<file path="src/rtl/lock_pkg.sv">
// Shared constants and types for the combination-lock input stage and sequence detector.
// Latency: n/a (declarations only).
// Backpressure: n/a (declarations only).
package lock_pkg;

  localparam int LOCK_CODE_W         = 5;
  localparam int DEBOUNCE_CYCLES_DEF = 4;

  typedef enum logic {
    STABLE   = 1'b0,
    SETTLING = 1'b1
  } deb_state_t;

  // Combination entries, code_in[4:0] order, shared with the sequence detector.
  localparam logic [LOCK_CODE_W-1:0] LOCK_CODE_0 = 5'b10000;
  localparam logic [LOCK_CODE_W-1:0] LOCK_CODE_1 = 5'b01100;
  localparam logic [LOCK_CODE_W-1:0] LOCK_CODE_2 = 5'b11101;

endpackage

</file>
<file path="src/rtl/lock_code_debouncer_sync2.sv">
// Two-flop synchroniser for a bus of independent asynchronous lines.
// Latency: 2 clk edges from input to q_o.
// Backpressure: none; free-running, samples every cycle.
module sync2 #(
  parameter int WIDTH = 1
) (
  input  logic             clk,
  input  logic             rst,
  input  logic [WIDTH-1:0] d_i,
  output logic [WIDTH-1:0] q_o
);

  logic [WIDTH-1:0] meta_q;
  logic [WIDTH-1:0] sync_q;

  // First stage may go metastable; second stage gives it a full cycle to resolve.
  always_ff @(posedge clk) begin
    if (rst) begin
      meta_q <= '0;
      sync_q <= '0;
    end else begin
      meta_q <= d_i;
      sync_q <= meta_q;
    end
  end

  assign q_o = sync_q;

endmodule

</file>
<file path="src/rtl/lock_code_debouncer.sv">
// Synchronise, debounce and strobe each newly settled keypad code once (LOCK_CODE_RELEASE_EN: zero = release).
// Latency: clean step strobes after DEBOUNCE_CYCLES+3 clk edges; all outputs registered.
// Backpressure: none; the strobe is a single-cycle event with no handshake.
module lock_code_debouncer
  import lock_pkg::*;
#(
  parameter int WIDTH           = LOCK_CODE_W,
  parameter int DEBOUNCE_CYCLES = DEBOUNCE_CYCLES_DEF,
  localparam int CNT_W          = $clog2(DEBOUNCE_CYCLES + 1)
) (
  input  logic             clk,
  input  logic             rst,
  input  logic [WIDTH-1:0] code_in,
  output logic [WIDTH-1:0] code_out,
  output logic             code_stb,
  output logic             busy
);

  localparam logic [CNT_W-1:0] CNT_LAST = CNT_W'(DEBOUNCE_CYCLES - 1);

  logic [WIDTH-1:0] sync_q;
  deb_state_t       state_q, state_d;
  logic [WIDTH-1:0] cand_q, cand_d;
  logic [CNT_W-1:0] cnt_q, cnt_d;
  logic [WIDTH-1:0] out_q, out_d;
  logic             stb_q, stb_d;
`ifdef LOCK_CODE_RELEASE_EN
  logic             rel_q, rel_d;
`endif

  sync2 #(.WIDTH(WIDTH)) u_sync (
    .clk (clk),
    .rst (rst),
    .d_i (code_in),
    .q_o (sync_q)
  );

  // Debounce FSM state, candidate, counter and registered outputs.
  always_ff @(posedge clk) begin
    if (rst) begin
      state_q <= STABLE;
      cand_q  <= '0;
      cnt_q   <= '0;
      out_q   <= '0;
      stb_q   <= 1'b0;
`ifdef LOCK_CODE_RELEASE_EN
      rel_q   <= 1'b1;
`endif
    end else begin
      state_q <= state_d;
      cand_q  <= cand_d;
      cnt_q   <= cnt_d;
      out_q   <= out_d;
      stb_q   <= stb_d;
`ifdef LOCK_CODE_RELEASE_EN
      rel_q   <= rel_d;
`endif
    end
  end

  // Any change restarts settling; a full quiet window commits the candidate.
  always_comb begin
    state_d = state_q;
    cand_d  = cand_q;
    cnt_d   = cnt_q;
    out_d   = out_q;
    stb_d   = 1'b0;
`ifdef LOCK_CODE_RELEASE_EN
    rel_d   = rel_q;
`endif
    if (sync_q != cand_q) begin
      cand_d  = sync_q;
      cnt_d   = '0;
      state_d = SETTLING;
    end else if (state_q == SETTLING && cnt_q == CNT_LAST) begin
      state_d = STABLE;
      out_d   = cand_q;
`ifdef LOCK_CODE_RELEASE_EN
      // Zero re-arms the strobe silently; a non-zero code strobes only once per release.
      if (cand_q == '0) begin
        rel_d = 1'b1;
      end else if (rel_q && cand_q != out_q) begin
        stb_d = 1'b1;
        rel_d = 1'b0;
      end
`else
      stb_d   = (cand_q != out_q);
`endif
    end else if (state_q == SETTLING) begin
      cnt_d = cnt_q + CNT_W'(1);
    end
  end

  assign code_out = out_q;
  assign code_stb = stb_q;
  assign busy     = (state_q == SETTLING);

endmodule
</file>
<file path="config.mk">
export PLATFORM = sky130hd
export DESIGN_NAME = lock_code_debouncer
export DESIGN_NICKNAME = d
export VERILOG_FILES = /design/src/rtl/lock_pkg.sv /design/src/rtl/lock_code_debouncer_sync2.sv /design/src/rtl/lock_code_debouncer.sv
export SDC_FILE = /design/constraint.sdc
export NUM_CORES = 1
export LEC_CHECK = 0
export CAP_MARGIN = 0
export CORE_MARGIN = 2
export CORE_UTILIZATION = 45
export DETAILED_ROUTE_END_ITERATION = 16
export GPL_ROUTABILITY_DRIVEN = 0
export PLACE_DENSITY = 0.65
export SETUP_SLACK_MARGIN = 0.15
export SYNTH_ARGS = -nofsm -noshare
export SYNTH_HDL_FRONTEND = slang
export SYNTH_SLANG_ARGS = --single-unit
export TNS_END_PERCENT = 30
</file>
<file path="constraint.sdc">
create_clock -name clk -period 1.7 [get_ports clk]
set_clock_uncertainty 0.2 [all_clocks]
set_input_delay 0.17 -clock clk [delete_from_list [all_inputs] [get_ports clk]]
set_output_delay 0.17 -clock clk [all_outputs]
set_load 0.05 [all_outputs]
</file>
==> results of run 1 <==
==> power groups by stage <==
stage / combinational (mW) / sequential, mW / clock [mW]
after floorplan: 0.0631 / 0.638 / 0
after global placement: 0.101 / 0.630 / 0
after detailed placement: 0.102 / 0.631 / 0
after CTS: 0.103 / 0.620 / 0.274
after global routing: 0.125 / 0.624 / 0.300
final: 0.113 / 0.621 / 0.261
==> area by class of cell <==
class                           instances  area (sq um)  area share
Inverter                                1         3.754    0.003030
Clock inverter                          1         7.507    0.006061
Tap cell                               27         33.78     0.02727
Sequential cell                        25         515.5      0.4162
Timing Repair Buffer                   17         146.4      0.1182
Multi-Input combinational cell         58         509.2      0.4111
Clock buffer                            3         22.52     0.01818
==> layer usage <==
layer  GRT usage  vias to the layer above  wire length [um]
met5           0                        -                 0
met4     0.06944                        0                27
met3     0.02679                        4                43
met2      0.2061                       11               792
met1      0.1556                      277               580
li1            -                      315                 -
==> what timing repair did <==
item | CTS | global route
resized for setup | 7 | 14
setup buffers | 1 | 2
pin swaps | 1 | 7
setup endpoints to repair | 8 | 9
==> cell families (layout without fill, tap and decap cells) <==
kind of cell             after synthesis  count (layout)  share of synthesized area
AO/OA/AOI/OAI                          2               2                    0.02871
flip-flops                            25              25                     0.5222
AND/OR/NAND/NOR                       37              37                     0.2480
buffers and inverters                  3              22                    0.01175
multiplexers                           6               6                    0.06267
adder cells (fa/ha/maj)                2               2                    0.02611
XOR/XNOR                              11              11                     0.1005
==> layout by cell type (no fill, tap or decap) <==
cell / netlist / layout
inv_1: 1 / 1
or2b_1: 2 / 2
a211oi_2: 1 / 1
xnor2_1: 8 / 5
clkbuf_4: 0 / 3
a311oi_2: 1 / 1
dfxtp_1: 25 / 15
clkdlybuf4s50_1: 0 / 6
dfxtp_4: 0 / 1
nand3_2: 1 / 1
xnor2_2: 0 / 3
nand2_2: 1 / 1
xor2_1: 3 / 3
buf_6: 0 / 1
dfxtp_2: 0 / 9
nor3_1: 2 / 2
nor2b_4: 0 / 1
clkinvlp_4: 0 / 1
ha_4: 0 / 2
nor3_4: 1 / 1
nor2b_1: 16 / 15
nor2_1: 4 / 4
mux2i_1: 6 / 6
nand2_4: 0 / 1
or3_4: 1 / 1
buf_4: 0 / 10
nand2b_1: 8 / 8
==> registers in the layout, summed over array words and instances (netlist names) <==
name,flops
cand_q,5
u_sync.q_o,5
cnt_q,3
code_stb,1
busy,1
code_out,5
u_sync.meta_q,5
==> path summary, 6_finish.rpt <==
path | startpoint | endpoint | depth (start not counted)
worst max-delay path | cand_q[0] | code_stb | 4
worst min-delay path | code_in[0] | u_sync.meta_q[0] | 2
worst max register to register | cand_q[0] | code_stb | 4
worst min register to register | u_sync.meta_q[4] | u_sync.q_o[4] | 1
==> critical path, cell delays in order (launching register included) <==
cell	delay, ps
dfxtp_2	370
xnor2_2	150
nand3_2	140
or3_4	420
a311oi_2	180
==> per-stage QoR <==
| step | hold slack, ps | power, mW | area (sq um) | util |
|---|---|---|---|---|
| 2_1_floorplan | 98.18 | 0.7011 | 962.2 | - |
| 3_3_place_gp | 219.4 | 0.7312 | 1109 | 0.5593 |
| 3_5_place_dp | 234.2 | 0.7327 | 1109 | 0.5593 |
| 4_1_cts | 181.5 | 0.9966 | 1166 | 0.5884 |
| 5_1_grt | 174.4 | 1.049 | 1239 | 0.6250 |
| 6_report | 190.0 | 0.9958 | 1239 | 0.6250 |
==> results.json, run 1 <==
{
  "status": "finished clean",
  "core_sq_mm": 0.001982,
  "nNetsFinal": 115,
  "clkPwrFrac": 0.262,
  "yosys_warnings": 0,
  "drt_iter0_markers": 5,
  "netlist_instances": 86,
  "cts_buffers": 3,
  "start_kind": "flop",
  "diodes": 0,
  "synth_fp_nets": 95,
  "p_switching_uw": 238.1,
  "holdBufCountCts": 0,
  "initial_core_util": 0.4836,
  "num-fill-cells": 165,
  "leakage_nw": 0.4702,
  "synth_top_flop_cell": "dfxtp_1",
  "grt_overflow": 0,
  "via_count": 607,
  "worstPathMaxFanout": 4,
  "peakVddDrop_v": 0.0005911,
  "period_share": 0.9027,
  "synthToLayoutAreaGrowth_pct": 29.24,
  "rsz0062_at_grt": "true",
  "synth_edf_count": 0,
  "drc": 0,
  "worst_slew_pin_slew_ps": 265.9,
  "hold_violations": 0,
  "timing.fmax_mhz": 651.7,
  "ios": 14,
  "setup_viol": 0,
  "crit_path_end_kind": "flop",
  "viasPerCell": 4.598,
  "fin_crit_ps": 1535,
  "grt_usage": 0.1268,
  "ys_async_sr_fraction": 0,
  "grt_pass1_vias": 553,
  "cts.path.max_buffers": 2,
  "die_w_um": 50.15,
  "hpwl_um": 1017,
  "ys_types": 19,
  "first_pass_iters": 4,
  "arrival_ps": 1580,
  "rows": 16,
  "clk_pin_slew_ps": 140,
  "crit_required_ps": 1740,
  "dp_cells": 125,
  "yosysSeqAreaShare": 0.5222,
  "power.density_mw_per_mm2": 803.9,
  "final_cells": 132,
  "clock_latency_ps": 310,
  "finalSetupTns_ps": 0,
  "p_seq_frac": 0.624,
  "crit_type": "reg -> reg",
  "synth_top_cell_area_share": 0.5222,
  "wl_per_cell_um": 10.93,
  "grt_max_degree": 27,
  "relSlewSlack": 0.8213,
  "drtAntennaViolNets": 0,
  "fp.dieH_um": 50.15,
  "drive_gt1_frac": 0.3619,
  "slew_viol_final": 0,
  "internal_power_uw": 757.7,
  "antenna_found_initial": 0,
  "synth_area_sq_um": 958.4,
  "die-area_sq_mm": 0.002515,
  "wl_um": 1443,
  "clock_sinks": 25,
  "dp_slack_ps": 109.4,
  "setup_slack_ps": 165.5,
  "cts_tree": "done",
  "hold_path.class": "in -> reg",
  "synthTopCellsByCount": "dfxtp_1, nor2b_1, nand2b_1, xnor2_1, mux2i_1",
  "htreeDepth": 1,
  "cts_root_buf": "clkbuf_4",
  "ys_ff_latch": 25,
  "p_sw_frac": 0.2391,
  "pwr-share-comb": 0.114,
  "reg2reg_slack_ps": 170,
  "portBuffers": 13,
  "grt_pass1_wl_um": 2394,
  "yosys-top-cells-area": "dfxtp_1, nor2b_1, xnor2_1",
  "avgSynthCellArea_sq_um": 11.14,
  "yosysTopAreaCell": "dfxtp_1",
  "max-cap-violations": 0,
  "synth_most_common_cell": "dfxtp_1"
}
No activity file was read; power rests on OpenSTA's default activity.
==> inputs of run 2 (changes only) <==
--- a/config.mk
+++ b/config.mk
@@ -7,10 +7,10 @@
 export LEC_CHECK = 0
 export CAP_MARGIN = 0
 export CORE_MARGIN = 2
-export CORE_UTILIZATION = 45
+export CORE_UTILIZATION = 41
 export DETAILED_ROUTE_END_ITERATION = 16
 export GPL_ROUTABILITY_DRIVEN = 0
-export PLACE_DENSITY = 0.65
+export PLACE_DENSITY = 0.6
 export SETUP_SLACK_MARGIN = 0.15
 export SYNTH_ARGS = -nofsm -noshare
 export SYNTH_HDL_FRONTEND = slang
==> run 2 against run 1 <==
Critical path depth did not move. Largest cell class unchanged. Highest routed layer unchanged. Non-clock buffer count rose by 5. Hold slack better by 13 ps. Clock power is 4% lower. Global-route usage is essentially flat. Cell area grew 1.3%. Routed wire length fell by 0.97%. Total power shrank 0.43%. Register-to-register slack about the same. Largest power group unchanged. First-iteration DRC count shrank 40%. Worst setup slack improved by 9.9 ps. Maximum frequency grew 0.65%.
==> results.json, run 2 (synthesized netlist as in run 1, its figures left out) <==
{
  "internal_power_uw": 765.1,
  "wl_per_cell_um": 10.36,
  "hold_violations": 0,
  "arrival_ps": 1550,
  "setup_viol": 0,
  "dp_cells": 127,
  "clock_latency_ps": 300,
  "cts_buffers": 3,
  "hold_path.class": "in -> reg",
  "grt_usage": 0.1269,
  "fin_area_sq_mm": 0.001255,
  "leakage_nw": 0.4836,
  "grt_overflow": 0,
  "p_switching_uw": 226.4,
  "synthToLayoutAreaGrowth_pct": 30.94,
  "crit_buf_inv": 0,
  "final_cells": 138,
  "mostFrequentLayoutCell": "dfxtp_1",
  "die_w_um": 52.35,
  "pwr-share-comb": 0.123,
  "finalSetupTns_ps": 0,
  "nNetsFinal": 120,
  "diodes": 0,
  "slew_viol_final": 0,
  "p_seq_frac": 0.624,
  "fp.dieH_um": 52.35,
  "worst_path_max_delay_cell": "or3_4",
  "cts_root_buf": "clkbuf_4",
  "grt_max_degree": 27,
  "cp_cell_sequence": "xnor2_1 -> nand2_2 -> or3_4 -> a311oi_2",
  "first_pass_iters": 3,
  "worstPathMaxFanout": 4,
  "placed_area_sq_mm": 0.001117,
  "status": "finished clean",
  "relSlewSlack": 0.8504,
  "wl_um": 1429,
  "holdBufCountCts": 0,
  "hpwl_um": 961.6,
  "timing.fmax_mhz": 655.9,
  "peakVddDrop_v": 0.0004983,
  "initial_core_util": 0.4333,
  "drt_iter0_markers": 3,
  "antenna_found_initial": 0,
  "fin_crit_ps": 1525,
  "period_share": 0.8969,
  "cts.path.max_buffers": 2,
  "start_kind": "flop",
  "viasPerCell": 4.464,
  "rows": 17,
  "worst_slew_pin_slew_ps": 222.8,
  "drc": 0,
  "dp_slack_ps": 94.75,
  "crit_path_end_kind": "flop",
  "ios": 14,
  "clk_pin_slew_ps": 120,
  "num-fill-cells": 201,
  "portBuffers": 13,
  "layout_common_cells": "dfxtp_1, nor2b_1, buf_4",
  "clkPwrFrac": 0.252,
  "path_delay_family": "simple AND/OR/NAND/NOR gates",
  "p_sw_frac": 0.2283,
  "crit_required_ps": 1730,
  "drive_gt1_frac": 0.3636,
  "cts_tree": "done",
  "setup_slack_ps": 175.3,
  "die-area_sq_mm": 0.002741,
  "htreeDepth": 1,
  "clock_sinks": 25,
  "max_stage_delay_ps": 420,
  "grt_pass1_wl_um": 2518,
  "power.density_mw_per_mm2": 790.0,
  "crit_type": "reg -> reg",
  "via_count": 616,
  "drtAntennaViolNets": 0,
  "grt_pass1_vias": 602,
  "max-cap-violations": 0,
  "rsz0062_at_grt": "true",
  "core_sq_mm": 0.002212
}
run 2: worst paths after layout:
check                                 startpoint               end  slack (ps)  cells after the start
worst max-delay path                   cand_q[2]          code_stb         180                      4
worst min-delay path                  code_in[1]  u_sync.meta_q[1]         200                      2
worst max register to register         cand_q[2]          code_stb         180                      4
worst min register to register  u_sync.meta_q[1]     u_sync.q_o[1]         250                      1
run 2: area by class of cell:
cell class / count / area, sq um / share of cell area
clock buffer: 4 / 26.28 / 0.02094
inverter: 1 / 3.754 / 0.002991
multi-input combinational: 58 / 489.2 / 0.3898
sequential: 25 / 513.0 / 0.4088
tap: 28 / 35.03 / 0.02792
timing repair buffer: 22 / 187.7 / 0.1496
run 2: per-layer routing:
layer / wire length (um) / GRT usage
met1: 663 / 0.1489
met2: 675 / 0.2042
met3: 65 / 0.03429
met4: 25 / 0.07692
met5: 0 / 0
run 2: worst reg2reg max path, delay by kind of cell, from the launching register on:
kind            cells  cell delay (ps)
compound gates      1              190
flops               1              360
xor+xnor            1              180
simple gates        2              530
run 2: metrics by stage:
stage	power, mW	util	hold WS, ps
floorplan	0.7011	-	98.18
global placement	0.7356	0.5051	216.8
detailed placement	0.7363	0.5051	222.3
CTS	0.9977	0.5396	190.4
global route	1.045	0.5673	208.9
finish	0.9915	0.5673	202.6
run 2: power groups by stage:
stage / clock network, mW / registers [mW] / logic, mW
3_3_place_gp: 0 / 0.631 / 0.105
4_1_cts: 0.266 / 0.619 / 0.113
6_report: 0.250 / 0.619 / 0.122
3_5_place_dp: 0 / 0.631 / 0.105
2_1_floorplan: 0 / 0.638 / 0.0631
5_1_grt: 0.288 / 0.622 / 0.135
run 2: what timing repair did:
action                     CTS  global route
setup endpoints to repair    7             8
pin swaps                    5             5
setup buffers                5             2
gates resized for setup      8             9
